==> config.mk <==
export PLATFORM = sky130hd
export DESIGN_NAME = wb_ram_arb
export DESIGN_NICKNAME = d
export VERILOG_FILES = /design/src/rtl/wb_ram_pkg.sv /design/src/rtl/wb_ram_arb_arb2_rr.sv /design/src/rtl/wb_ram_arb.sv
export SDC_FILE = /design/constraint.sdc
export NUM_CORES = 1
export LEC_CHECK = 0
export BUFFER_PORTS_ARGS = -buffer_cell sky130_fd_sc_hd__buf_2
export CORE_AREA = 3 3 104 106
export CTS_CLUSTER_DIAMETER = 150
export DETAILED_ROUTE_END_ITERATION = 10
export DIE_AREA = 0 0 107 109
export PLACE_DENSITY = 0.63
export SETUP_SLACK_MARGIN = 0.1
export SYNTH_ARGS = -nofsm -noshare
export SYNTH_HDL_FRONTEND = slang
export SYNTH_HIERARCHICAL = 1
export SYNTH_SLANG_ARGS = --single-unit
==> constraint.sdc <==
create_clock -name ck -period 2.19 [get_ports ck]
set_clock_uncertainty 0.2 [all_clocks]
set_input_delay 0.219 -clock ck [delete_from_list [all_inputs] [get_ports ck]]
set_output_delay 0.219 -clock ck [all_outputs]
set_load 0.03 [all_outputs]
==> src/rtl/wb_ram_pkg.sv <==
// Shared types and constants for the SERV RAM arbiter/bridge.
package wb_ram_pkg;

    typedef enum logic [1:0] {
        IDLE,
        ACCESS,
        ACK
    } state_t;

    localparam logic GNT_IBUS = 1'b0;
    localparam logic GNT_DBUS = 1'b1;

endpackage

==> src/rtl/wb_ram_arb_arb2_rr.sv <==
// Two-way round-robin arbiter: one-hot grant (bit 0 ibus, bit 1 dbus) plus
// the register remembering which master won last.
module arb2_rr
    import wb_ram_pkg::*;
(
    input  logic       ck,
    input  logic       rst_n,
    input  logic [1:0] req,
    input  logic       take,
    output logic [1:0] gnt
);

    logic last_grant;

    always_comb begin
        gnt = '0;
        if (req[0] && req[1])
            gnt = (last_grant == GNT_IBUS) ? 2'b10 : 2'b01;
        else
            gnt = req;
    end

    always_ff @(posedge ck or negedge rst_n) begin
        if (!rst_n)
            last_grant <= GNT_IBUS;
        else if (take && (|req))
            last_grant <= gnt[1];
    end

endmodule

==> src/rtl/wb_ram_arb.sv <==
// Arbitrates the SERV instruction and data buses onto a single-port word RAM;
// one transaction at a time, IDLE -> ACCESS -> ACK.
module wb_ram_arb
    import wb_ram_pkg::*;
#(
    parameter  int WORDS = 256,
    localparam int AW    = $clog2(WORDS)
) (
    input  logic        ck,
    input  logic        rst_n,
    input  logic        ibus_cyc,
    input  logic [31:0] ibus_adr,
    output logic [31:0] ibus_rdt,
    output logic        ibus_ack,
    input  logic        dbus_cyc,
    input  logic        dbus_we,
    input  logic [3:0]  dbus_sel,
    input  logic [31:0] dbus_adr,
    input  logic [31:0] dbus_dat,
    output logic [31:0] dbus_rdt,
    output logic        dbus_ack,
    output logic        ram_cyc,
    output logic        ram_we,
    output logic [3:0]  ram_sel,
    output logic [31:0] ram_addr,
    output logic [31:0] ram_wdata,
    input  logic [31:0] ram_rdata
);

    state_t     state;
    logic       grant;
    logic [1:0] gnt;
    logic       unused_adr_bits;

    assign unused_adr_bits = ^{ibus_adr[31:AW+2], ibus_adr[1:0],
                               dbus_adr[31:AW+2], dbus_adr[1:0]};

    arb2_rr u_arb (
        .ck    (ck),
        .rst_n (rst_n),
        .req   ({dbus_cyc, ibus_cyc}),
        .take  (state == IDLE),
        .gnt   (gnt)
    );

    // RAM data only becomes valid after the ACCESS edge, so rdt is steered
    // combinationally by the registered ack rather than registered itself.
    assign ibus_rdt = ibus_ack ? ram_rdata : '0;
    assign dbus_rdt = dbus_ack ? ram_rdata : '0;

    always_ff @(posedge ck or negedge rst_n) begin
        if (!rst_n) begin
            state     <= IDLE;
            grant     <= GNT_IBUS;
            ibus_ack  <= 1'b0;
            dbus_ack  <= 1'b0;
            ram_cyc   <= 1'b0;
            ram_we    <= 1'b0;
            ram_sel   <= '0;
            ram_addr  <= '0;
            ram_wdata <= '0;
        end else begin
            case (state)
                IDLE: begin
                    ibus_ack <= 1'b0;
                    dbus_ack <= 1'b0;
                    if (|gnt) begin
                        state   <= ACCESS;
                        grant   <= gnt[1];
                        ram_cyc <= 1'b1;
                        if (gnt[1]) begin
                            ram_addr  <= 32'(dbus_adr[AW+1:2]);
                            ram_we    <= dbus_we;
                            ram_sel   <= dbus_sel;
                            ram_wdata <= dbus_dat;
                        end else begin
                            ram_addr  <= 32'(ibus_adr[AW+1:2]);
                            ram_we    <= 1'b0;
                            ram_sel   <= 4'hF;
                            ram_wdata <= '0;
                        end
                    end
                end
                ACCESS: begin
                    state    <= ACK;
                    ram_cyc  <= 1'b0;
                    ram_we   <= 1'b0;
                    ram_sel  <= '0;
                    ibus_ack <= (grant == GNT_IBUS);
                    dbus_ack <= (grant == GNT_DBUS);
                end
                ACK: begin
                    state    <= IDLE;
                    ibus_ack <= 1'b0;
                    dbus_ack <= 1'b0;
                end
                default: state <= IDLE;
            endcase
        end
    end

endmodule

# --- Word level (Yosys, flattened, before mapping) ---
# Cells that the tools add are included.
# W data, S select, Z words.
word_totals:
  out_inout_bits: 136
  wordCells: 42
  inputBits: 137
  regBits: 76
op_classes:
  n_bitwise: 1
  mux: 18
  eq_ne: 3
  n_reduce_logical: 10
ops:
  columns: ["op", "count"]
  rows:
  - ["$mux W32", 3]
  - ["$mux W4", 2]
  - ["$mux W8", 1]
  - ["$pmux W1 S2", 4]
  - ["$pmux W4 S2", 1]
  - ["$mux W2", 3]
  - ["$reduce_or A2 Y1", 3]
  - ["$pmux W2 S2", 1]
  - ["$reduce_and A2 Y1", 2]
  - ["$reduce_bool A2 Y1", 2]
  - ["$mux W1", 3]
  - ["$eq A2 B1 Y1 const B", 1]
  - ["$eq A2 B2 Y1 const B", 1]
  - ["$logic_and A1 B1 Y1", 2]
  - ["$logic_not A2 Y1", 1]
  - ["$ne A2 B2 Y1 const B", 1]
  - ["$not A1 Y1", 1]

# --- Longest topological paths before layout ---
# Gate-level depths: netlist of run 1.
depth:
  depth_word: 5
  mapped_depth: 6
  depth_no_buf: 4

# --- Cells and area by module ---
# The synthesis of run 1 kept the hierarchy.
modules_own_cells:
  columns: ["mod", "area_each_um2", "cells_each", "seq_area_each_um2", "n_inst"]
  rows:
  - ["wb_ram_arb", 2611.3, 233, 1276.2, 1]
  - ["arb2_rr", 55.1, 6, 25.0, 1]

# --- Worst setup path before layout of run 1 ---
# No wires, ideal clock.
synth_timing:
  kind: "reg-to-reg"
  from: "register u_arb.last_grant"
  to: "register ram_addr[1]"
  n_path_buf: 1
  path_stages_with_launch: 5
  arrival_time_ns: 1.685
  path_slack_ns: 0.181
  t_required_ns: 1.865
  cell_sequence: "dfrtp_1 a21boi_0 buf_2 mux2_2 mux2_2"
synth_via:
  elab_chain_len: 4
  word_cells_on_any_way: 5
  cone_classes: "3 x mux; 2 x reduce/logical"
synth_rtl:
  columns: ["item", "line", "rtl"]
  rows:
  - ["from (decl)", "wb_ram_arb_arb2_rr.sv:13", "logic last_grant;"]
  - ["from (signal assigned)", "wb_ram_arb_arb2_rr.sv:27", "last_grant <= gnt[1];"]
  - ["$mux W2 *", "wb_ram_arb_arb2_rr.sv:18", "gnt = (last_grant == GNT_IBUS) ? 2'b10 : 2'b01;"]
  - ["$mux W2 *", "wb_ram_arb_arb2_rr.sv:17", "if (req[0] && req[1])"]
  - ["net gnt[1]", "wb_ram_arb.sv:32", "logic [1:0] gnt;"]
  - ["$reduce_or A2 Y1", "wb_ram_arb.sv:67", "if (|gnt) begin"]
  - ["$reduce_and A2 Y1 (no source line)", null, null]
  - ["to (signal assigned)", "wb_ram_arb.sv:72", "ram_addr <= 32'(dbus_adr[AW+1:2]);"]
  - ["to (signal assigned)", "wb_ram_arb.sv:77", "ram_addr <= 32'(ibus_adr[AW+1:2]);"]
  - ["to (decl)", "wb_ram_arb.sv:25", "output logic [31:0] ram_addr,"]
# The timed path passes the listed nets; every way through them passes the cells marked *.
# A chain may end at the register's enable or synchronous reset.

# --- Worst setup path in the final report of run 1 ---
layout_timing:
  from: "input port ibus_cyc"
  to: "register ram_addr[2]"
layout_via:
  elab_chain_len: 4
  word_cells_on_any_way: 5
  cone_classes: "2 x mux; 3 x reduce/logical"
layout_rtl:
  columns: ["item", "line", "rtl"]
  rows:
  - ["from (decl)", "wb_ram_arb.sv:11", "input logic ibus_cyc,"]
  - ["$logic_and A1 B1 Y1 *", "wb_ram_arb_arb2_rr.sv:17", null]
  - ["$mux W2 *", "wb_ram_arb_arb2_rr.sv:17", null]
  - ["net gnt[1]", "wb_ram_arb.sv:32", null]
  - ["$reduce_or A2 Y1", "wb_ram_arb.sv:67", null]
  - ["$reduce_and A2 Y1 (no source line)", null, null]
# Marked as above.

==> impl_metrics.json, run 1 <==
{
  "outcome": "complete, no violations",
  "reg2reg_to": "ram_addr[2]",
  "grt_setup_unrepaired": "no",
  "final_util_pct": 42.4,
  "first_iter_violations": 119,
  "placement.io_buffers": 200,
  "rows": 36,
  "detail-route-antenna-nets": 0,
  "cellLeakagePower_nw": 2.35,
  "crit-reg2reg-launch": "u_arb/last_grant",
  "detail_route.wl_per_cell_um": 13.1,
  "place_worst_setup_slack_ns": 0.302,
  "rrSetupSlack_ns": 0.28,
  "reg2regPathDepth": 4,
  "worstSkewPairLatency_ns": 0.31,
  "floorplan.die_area_mm2": 0.0117,
  "numCtsBuffers": 5,
  "finalSetupViolCount": 0,
  "postLayoutSetupSlackWorst_ns": 0.154,
  "worst_ir_drop_vdd_v": 0.000803,
  "post_synth_inst_count": 239,
  "power-per-cell-area_mw_per_mm2": 1440,
  "clkTransAtPathRegs_ns": 0.10,
  "grt_start_max_net_pins": 35,
  "dr_total_vias": 2577,
  "cts.root.buffer_cell": "clkbuf_8",
  "grt_use_total_pct": 13.3,
  "timing.hold.worst.class": "input port to flip-flop",
  "synth_area_per_cell_um2": 11.2,
  "max_slew_violation_total_from_the_final_report": 0,
  "initial_core_util_pct": 27.0,
  "ctsLongestPathBuffers": 2,
  "worst_setup_path_start_kind": "input port",
  "cts_tree": "yes",
  "chipWidth_um": 107,
  "avgViaCountPerCell": 4.22,
  "first_global_vias": 2496,
  "drv.max_cap_violation_count": 0,
  "worst_hold_startpoint": "dbus_cyc",
  "post_synth_main_area_contributors": "dfrtp_1 (49%), and2_1 (15%), a22o_1 (11%)",
  "die-height_um": 109,
  "finalHoldWorstSlack_ns": 0.0224,
  "timing.critical_path.fanout_max": 13,
  "yosys_warnings": 6,
  "final_period_minus_worst_setup_slack_ns": 2.04,
  "drt-pass1-iter-count": 4,
  "globalRouteOverflowTotal": 0,
  "yosysTopAreaCell": "dfrtp_1",
  "yosys.area.top_type_share_pct": 48.8,
  "cts_setup_buffers": 0,
  "area_growth_pct": 56.7,
  "hold-path-endpoint": "u_arb/last_grant",
  "synth_cell_type_count": 23,
  "crit_end_element": "flip-flop",
  "drc": 0,
  "clock.fmax_mhz": 491,
  "num-nets-final": 612,
  "min_delay_path_depth": 3,
  "critical_path_class": "input port to flip-flop",
  "post-dp-hpwl_um": 6000,
  "required_ns": 2.19,
  "synth.ff_latch_count": 52,
  "fin_crit_sh_pct": 93.0,
  "grt_antenna_before_repair": 0,
  "drt-total-wl_um": 8000,
  "cts.sinks": 52,
  "clock_tree.htree_level_count": 2,
  "setup_total_negative_slack_ns": 0,
  "fraction_of_final_layout_cells_sized_beyond_drive_strength_1_pct": 49.4,
  "final_gp_congestion": 0.722,
  "final-hold-violation-count": 0,
  "ioPinCount": 273,
  "mapped_cell_area_mm2": 0.00267,
  "wire_length_of_the_first_global_routing_pass_um": 12300,
  "synth_sequential_area_ratio_pct": 48.8,
  "worst_ep_arrival_time_ns": 2.04,
  "core_area_mm2": 0.00986
}
## per-stage QoR
stage / cells / power, mW / instance area, µm²
floorplan: 262 / 4.42 / 2750
global placement: 562 / 5.35 / 3690
detailed placement: 562 / 5.40 / 3690
CTS: 609 / 6.07 / 4170
global route: 609 / 6.41 / 4170
finish: 611 / 6.03 / 4180
## area by class of cell
class | count | area, µm²
Sequential cell | 52 | 1300
Clock buffer | 5 | 68.8
Antenna cell | 2 | 5.00
Timing Repair Buffer | 247 | 1450
Clock inverter | 3 | 28.8
Multi-Input combinational cell | 165 | 1140
Fill cell | 929 | 5690
Tap cell | 133 | 166
Inverter | 4 | 15.0
## power by group
| part | internal (mW) | switching, mW |
|---|---|---|
| Clock | 0.242 | 0.358 |
| Sequential | 1.44 | 0.301 |
| Combinational | 1.24 | 2.45 |
| Total | 2.92 | 3.11 |
## cells in the mapped netlist (all sizes together)
master	count
a21boi	3
a21o	1
a21oi	6
a22o	32
a31oi	1
a32o	1
and2	65
buf	35
clkbuf	6
conb	1
dfrtp	52
inv	4
mux2	16
nand2	8
nand2b	1
nor2	1
nor4b	4
o21ai	1
or2b	1
## kinds of logic (layout without fill, tap and decap cells)
group,Yosys count,count (layout),synth area share (%)
buf+inv,45,259,11.9
flops,52,52,48.8
other cells,1,26,0.141
simple gates,80,80,18.7
compound gates,45,45,13.7
mux,16,16,6.76
## metal layers
metal | wire, µm | track usage (%) | vias up
met3 | 799 | 3.91 | 13
met2 | 4020 | 23.9 | 158
met5 | 0 | 0 | -
li1 | - | - | 1235
met1 | 3010 | 14.8 | 1171
met4 | 162 | 5.21 | 0
## worst max-delay path by stage
stage	start	to	slack [ns]	depth (start not counted)
floorplan	u_arb/last_grant	ram_addr[1]	0.18	4
global placement	u_arb/last_grant	ram_addr[2]	0.35	4
detailed placement	u_arb/last_grant	ram_addr[1]	0.30	4
CTS	ibus_cyc	ram_addr[2]	0.17	6
global route	ibus_cyc	ram_wdata[7]	0.13	6
finish	ibus_cyc	ram_addr[2]	0.15	6
## cell usage in the layout (no fill, tap or decap)
master	synthesis	routed
dlygate4sd3_1	0	39
a21boi_1	1	2
nand2_1	8	8
buf_2	4	200
buf_4	24	8
inv_6	0	2
inv_1	4	4
o21ai_4	0	1
dfrtp_1	52	52
nor2_4	1	1
diode_2	0	2
a22o_1	32	32
nand2b_1	1	1
nor4b_1	4	4
a21boi_0	2	1
mux2_2	16	16
or2b_1	1	1
and2_1	64	64
a31oi_1	1	1
a21o_1	1	1
clkbuf_8	0	5
and2_4	1	1
a21oi_1	6	6
a32o_1	1	1
inv_8	0	1
conb_1	1	24
## sequential cells by signal, indices dropped and copies added (netlist names)
register	count
u_arb/last_grant	1
state	2
ibus_ack	1
ram_cyc	1
ram_wdata	32
ram_sel	4
ram_addr	8
dbus_ack	1
ram_we	1
grant	1
## what timing repair did
action,4_1_cts,5_1_grt
endpoints found under the setup margin,0,0
hold endpoints to repair,57,0
hold buffers,39,0
resized for setup,0,0
## worst max-delay path, cell delays in order
cell	delay (ns)
dlygate4sd3_1	0.54
buf_2	0.13
a21boi_1	0.27
buf_4	0.27
mux2_2	0.35
mux2_2	0.26
Power figures use the tool's default switching activity.
==> inputs of run 2 (changes only) <==
--- a/config.mk
+++ b/config.mk
@@ -7,9 +7,9 @@
 export LEC_CHECK = 0
 export BUFFER_PORTS_ARGS = -buffer_cell sky130_fd_sc_hd__buf_2
-export CORE_AREA = 3 3 104 106
+export CORE_AREA = 3 3 105 107
 export CTS_CLUSTER_DIAMETER = 150
 export DETAILED_ROUTE_END_ITERATION = 10
-export DIE_AREA = 0 0 107 109
-export PLACE_DENSITY = 0.63
+export DIE_AREA = 0 0 108 110
+export PLACE_DENSITY = 0.62
 export SETUP_SLACK_MARGIN = 0.1
 export SYNTH_ARGS = -nofsm -noshare
==> constraint.sdc (replaced) <==
create_clock -name ck -period 2.51 [get_ports ck]
set_clock_uncertainty 0.2 [all_clocks]
set_input_delay 0.3765 -clock ck [delete_from_list [all_inputs] [get_ports ck]]
set_output_delay 0.3765 -clock ck [all_outputs]
set_load 0.03 [all_outputs]
==> impl_metrics.json, run 2 (synthesized netlist as in run 1, its figures left out) <==
{
  "clock.fmax_mhz": 456,
  "drc": 0,
  "power-per-cell-area_mw_per_mm2": 1360,
  "path_cells": "and2_1 -> buf_2",
  "first_iter_violations": 62,
  "worst_slew_pin_slew_ns": 0.798,
  "cts_tree": "yes",
  "grt_start_max_net_pins": 35,
  "num-nets-final": 570,
  "final-hold-violation-count": 0,
  "place_inst": 561,
  "grt_antenna_before_repair": 0,
  "cp_slowest_cell": "dfrtp_1",
  "clock_tree.htree_level_count": 2,
  "timing.critical_path.slowest_cell_delay_ns": 0.87,
  "worst_setup_path_start_kind": "flip-flop",
  "initial_core_util_pct": 26.1,
  "post-dp-hpwl_um": 5960,
  "antennaDiodeCount": 0,
  "final_gp_congestion": 0.689,
  "grt_setup_unrepaired": "no",
  "fin_crit_sh_pct": 87.3,
  "leading_cell_types_in_the_layout_fill_and_taps_excluded": "buf_2 (200), and2_1 (64), dfrtp_1 (52)",
  "first_global_vias": 2310,
  "placement.io_buffers": 200,
  "floorplan.die_area_mm2": 0.0119,
  "globalRouteOverflowTotal": 0,
  "ctsLongestPathBuffers": 2,
  "largest_reg_flops": 32,
  "clkTransAtPathRegs_ns": 0.11,
  "numCtsBuffers": 5,
  "post-route-cell-area_mm2": 0.00378,
  "detail-route-antenna-nets": 0,
  "avgViaCountPerCell": 4.23,
  "cellLeakagePower_nw": 2.17,
  "reg2regPathDepth": 4,
  "area_growth_pct": 41.7,
  "dr_total_vias": 2412,
  "place_worst_setup_slack_ns": 0.451,
  "largest_registers_ranked_by_flip_flop_count": "ram_wdata: 32 flops, ram_addr: 8 flops, ram_sel: 4 flops",
  "cts_setup_buffers": 0,
  "core_area_mm2": 0.0102,
  "finalSetupViolCount": 0,
  "most_common_cell_after_layout_fill_and_taps_aside": "buf_2",
  "top_register": "ram_wdata",
  "postLayoutSetupSlackWorst_ns": 0.318,
  "required_ns": 1.93,
  "cts.root.buffer_cell": "clkbuf_8",
  "crit_end_element": "output pin",
  "min_delay_path_depth": 2,
  "slew_headroom_pct": 46.8,
  "worst_ir_drop_vdd_v": 0.000832,
  "placedInstanceArea_mm2": 0.00367,
  "rows": 37,
  "rrSetupSlack_ns": 0.53,
  "drt-total-wl_um": 7620,
  "die-height_um": 110,
  "chipWidth_um": 108,
  "timing.critical_path.fanout_max": 34,
  "worstSkewPairLatency_ns": 0.30,
  "worst_ep_arrival_time_ns": 1.62,
  "max_slew_violation_total_from_the_final_report": 0,
  "timing.hold.worst.class": "input port to flip-flop",
  "fraction_of_final_layout_cells_sized_beyond_drive_strength_1_pct": 53.2,
  "detail_route.wl_per_cell_um": 13.4,
  "ioPinCount": 273,
  "drv.max_cap_violation_count": 0,
  "critical_path_class": "flip-flop to output pin",
  "grt_use_total_pct": 11.7,
  "final-instance-count-excl-fill": 570,
  "setup_total_negative_slack_ns": 0,
  "final_period_minus_worst_setup_slack_ns": 2.19,
  "wire_length_of_the_first_global_routing_pass_um": 11100,
  "cts.sinks": 52,
  "outcome": "complete, no violations",
  "drt-pass1-iter-count": 4,
  "power_mw": 5.15
}
run 2: path summary, 6_finish.rpt:
path	startpoint	end
setup / recovery	ibus_ack	ibus_rdt[11]
hold / removal	dbus_dat[20]	ram_wdata[20]
setup reg to reg	u_arb/last_grant	ram_addr[6]
hold reg to reg	grant	grant
max in group asynchronous	rst_n	ram_addr[3]
min in group asynchronous	rst_n	ram_wdata[21]
run 2: layout make-up:
class                           instances  area (µm²)
Tap cell                              136         170
Timing Repair Buffer                  205        1050
Clock inverter                          3        27.5
Fill cell                            1024        6450
Inverter                                4        15.0
Clock buffer                            5        68.8
Sequential cell                        52        1300
Multi-Input combinational cell        165        1140
run 2: through the flow:
stage	util [%]	hold WS (ns)
after global routing	36.9	0.0492
after floorplan	-	-0.119
after CTS	36.9	0.0614
after global placement	35.9	0.196
final	36.9	0.0701
after detailed placement	35.9	0.218
run 2: what timing repair did:
item	CTS	global route
endpoints found under the setup margin	0	0
endpoints found under the hold margin	24	0
gates resized for setup	0	0
hold buffers	1	0
run 2: critical path, delay by kind of cell, from the launching register on:
kind	cells	cell delay, ns
DFF	1	0.87
and+or+nand+nor	1	0.23
buffers and inverters	1	0.21
run 2: power by group:
part	total, mW	leakage, nW	switching (mW)	internal [mW]
Combinational	3.05	1.48	2.04	1.02
Sequential	1.60	0.652	0.347	1.25
Clock	0.503	0.0463	0.297	0.205
run 2: routing by layer:
layer	up-vias	wire [µm]	global-route usage (%)
li1	1148	-	-
met1	1111	2840	12.2
met2	146	3850	22.3
met3	7	848	3.96
met4	0	82	3.25
met5	-	0	0
==> inputs of run 3 (changes only) <==
- PLACE_DENSITY: 0.62 -> unset
==> impl_metrics.json, run 3 (synthesized netlist as in run 1, its figures left out) <==
{
  "clkTransAtPathRegs_ns": 0.10,
  "avgViaCountPerCell": 4.25,
  "setup_total_negative_slack_ns": 0,
  "final_period_minus_worst_setup_slack_ns": 2.18,
  "clock_tree.htree_level_count": 2,
  "max_slew_violation_total_from_the_final_report": 0,
  "worstSkewPairLatency_ns": 0.30,
  "worst_slew_pin_slew_ns": 0.772,
  "globalRouteOverflowTotal": 0,
  "worst_ir_drop_vdd_v": 0.000662,
  "area_growth_pct": 42.0,
  "final-hold-violation-count": 0,
  "numCtsBuffers": 5,
  "first_global_vias": 2143,
  "required_ns": 1.93,
  "fraction_of_final_layout_cells_sized_beyond_drive_strength_1_pct": 53.3,
  "floorplan.die_area_mm2": 0.0119,
  "grt_start_max_net_pins": 53,
  "crit_end_element": "output pin",
  "antennaDiodeCount": 0,
  "final_util_pct": 37.0,
  "wire_length_of_the_first_global_routing_pass_um": 11000,
  "initial_core_util_pct": 26.1,
  "critical_path_class": "flip-flop to output pin",
  "cts.root.buffer_cell": "clkbuf_8",
  "leading_cell_types_in_the_layout_fill_and_taps_excluded": "buf_2 (200), and2_1 (64), dfrtp_1 (52)",
  "grt_antenna_before_repair": 1,
  "finalSetupViolCount": 0,
  "cp_slowest_cell": "dfrtp_1",
  "critical_path_buf_inv_count": 1,
  "drv.max_cap_violation_count": 0,
  "placement.io_buffers": 200,
  "worst_ep_arrival_time_ns": 1.60,
  "core_area_mm2": 0.0102,
  "detail_route.wl_per_cell_um": 13.4,
  "timing.critical_path.slowest_cell_delay_ns": 0.82,
  "first_iter_violations": 110,
  "cellLeakagePower_nw": 2.18,
  "final_gp_congestion": 0.700,
  "power_mw": 5.17,
  "timing.hold.worst.class": "input port to flip-flop",
  "clock.fmax_mhz": 459,
  "fin_crit_sh_pct": 86.9,
  "slew_headroom_pct": 48.5,
  "die-height_um": 110,
  "most_common_cell_after_layout_fill_and_taps_aside": "buf_2",
  "largest_reg_flops": 32,
  "place_worst_setup_slack_ns": 0.525,
  "top_register": "ram_wdata",
  "largest_registers_ranked_by_flip_flop_count": "ram_wdata: 32 flops, ram_addr: 8 flops, ram_sel: 4 flops",
  "drt-pass1-iter-count": 4,
  "outcome": "complete, no violations",
  "fillerInstances": 1029,
  "detail-route-antenna-nets": 0,
  "drc": 0,
  "power-per-cell-area_mw_per_mm2": 1360,
  "cts_tree": "yes",
  "critical-path-top-delay-family": "flip-flops",
  "num-nets-final": 571,
  "ioPinCount": 273,
  "cts.sinks": 52,
  "worst_setup_path_start_kind": "flip-flop",
  "grt_use_total_pct": 11.8,
  "postLayoutSetupSlackWorst_ns": 0.329,
  "post-dp-hpwl_um": 6050,
  "dr_total_vias": 2425,
  "rows": 37,
  "chipWidth_um": 108,
  "timing.critical_path.fanout_max": 34,
  "grt_setup_unrepaired": "no",
  "ctsLongestPathBuffers": 2,
  "drt-total-wl_um": 7670,
  "path_cells": "and2_1 -> buf_2"
}
[run 3: cell count changes in the layout (fill, tap and decap cells not counted)]
cell	delta
inv_6	+2
buf_4	+1
clkinv_4	-1
clkinvlp_4	-1
[run 3: per-stage QoR]
step | instance area [µm²] | std cells | hold slack [ns]
global placement | 3680 | 562 | 0.189
floorplan | 2750 | 262 | -0.119
detailed placement | 3680 | 562 | 0.193
finish | 3790 | 571 | 0.0697
CTS | 3790 | 571 | 0.0509
global route | 3790 | 571 | 0.0545
[run 3: report_power, final]
group / switching (mW) / internal (mW)
Sequential: 0.345 / 1.25
Combinational: 2.02 / 1.02
Clock: 0.311 / 0.211
[run 3: timing repair]
| action | CTS | global route |
|---|---|---|
| endpoints found under the hold margin | 52 | 0 |
| hold buffers | 1 | 0 |
| setup buffers | 0 | 0 |
| gates resized for setup | 0 | 0 |
[run 3: path summary, 6_finish.rpt]
check	cells after the start	to	from	slack, ns
max in group asynchronous	3	ibus_ack	rst_n	1.49
min in group asynchronous	3	ram_wdata[20]	rst_n	0.36
max reg2reg	4	ram_addr[5]	u_arb/last_grant	0.60
max	2	dbus_rdt[27]	dbus_ack	0.33
min	2	u_arb/last_grant	ibus_cyc	0.07
min reg2reg	2	ram_cyc	ram_cyc	0.29
[run 3: metal layers]
metal | track usage, % | vias to the layer above | part of all wire, %
met5 | 0 | - | 0.17
met3 | 3.84 | 8 | 12
met4 | 2.98 | 2 | 0.89
met1 | 13.8 | 1118 | 38
met2 | 21.0 | 147 | 49
li1 | - | 1150 | -
[run 3: area by class of cell]
class,count,area [µm²],share of cell area (%)
inverters,4,15.0,0.396
well taps,136,170,4.49
multi-input cells,165,1140,30.2
clock buffers,5,68.8,1.82
flip-flops and latches,52,1300,34.4
repair buffers,206,1060,28.0
clock inverters,3,28.8,0.760
[run 3: worst register-to-register path, delay by kind of cell, from the launching register on]
| kind | cells | cell delay (ns) |
|---|---|---|
| AOI/OAI and AO/OA | 1 | 0.30 |
| DFF | 1 | 0.42 |
| buffers and inverters | 1 | 0.26 |
| muxes | 2 | 0.61 |
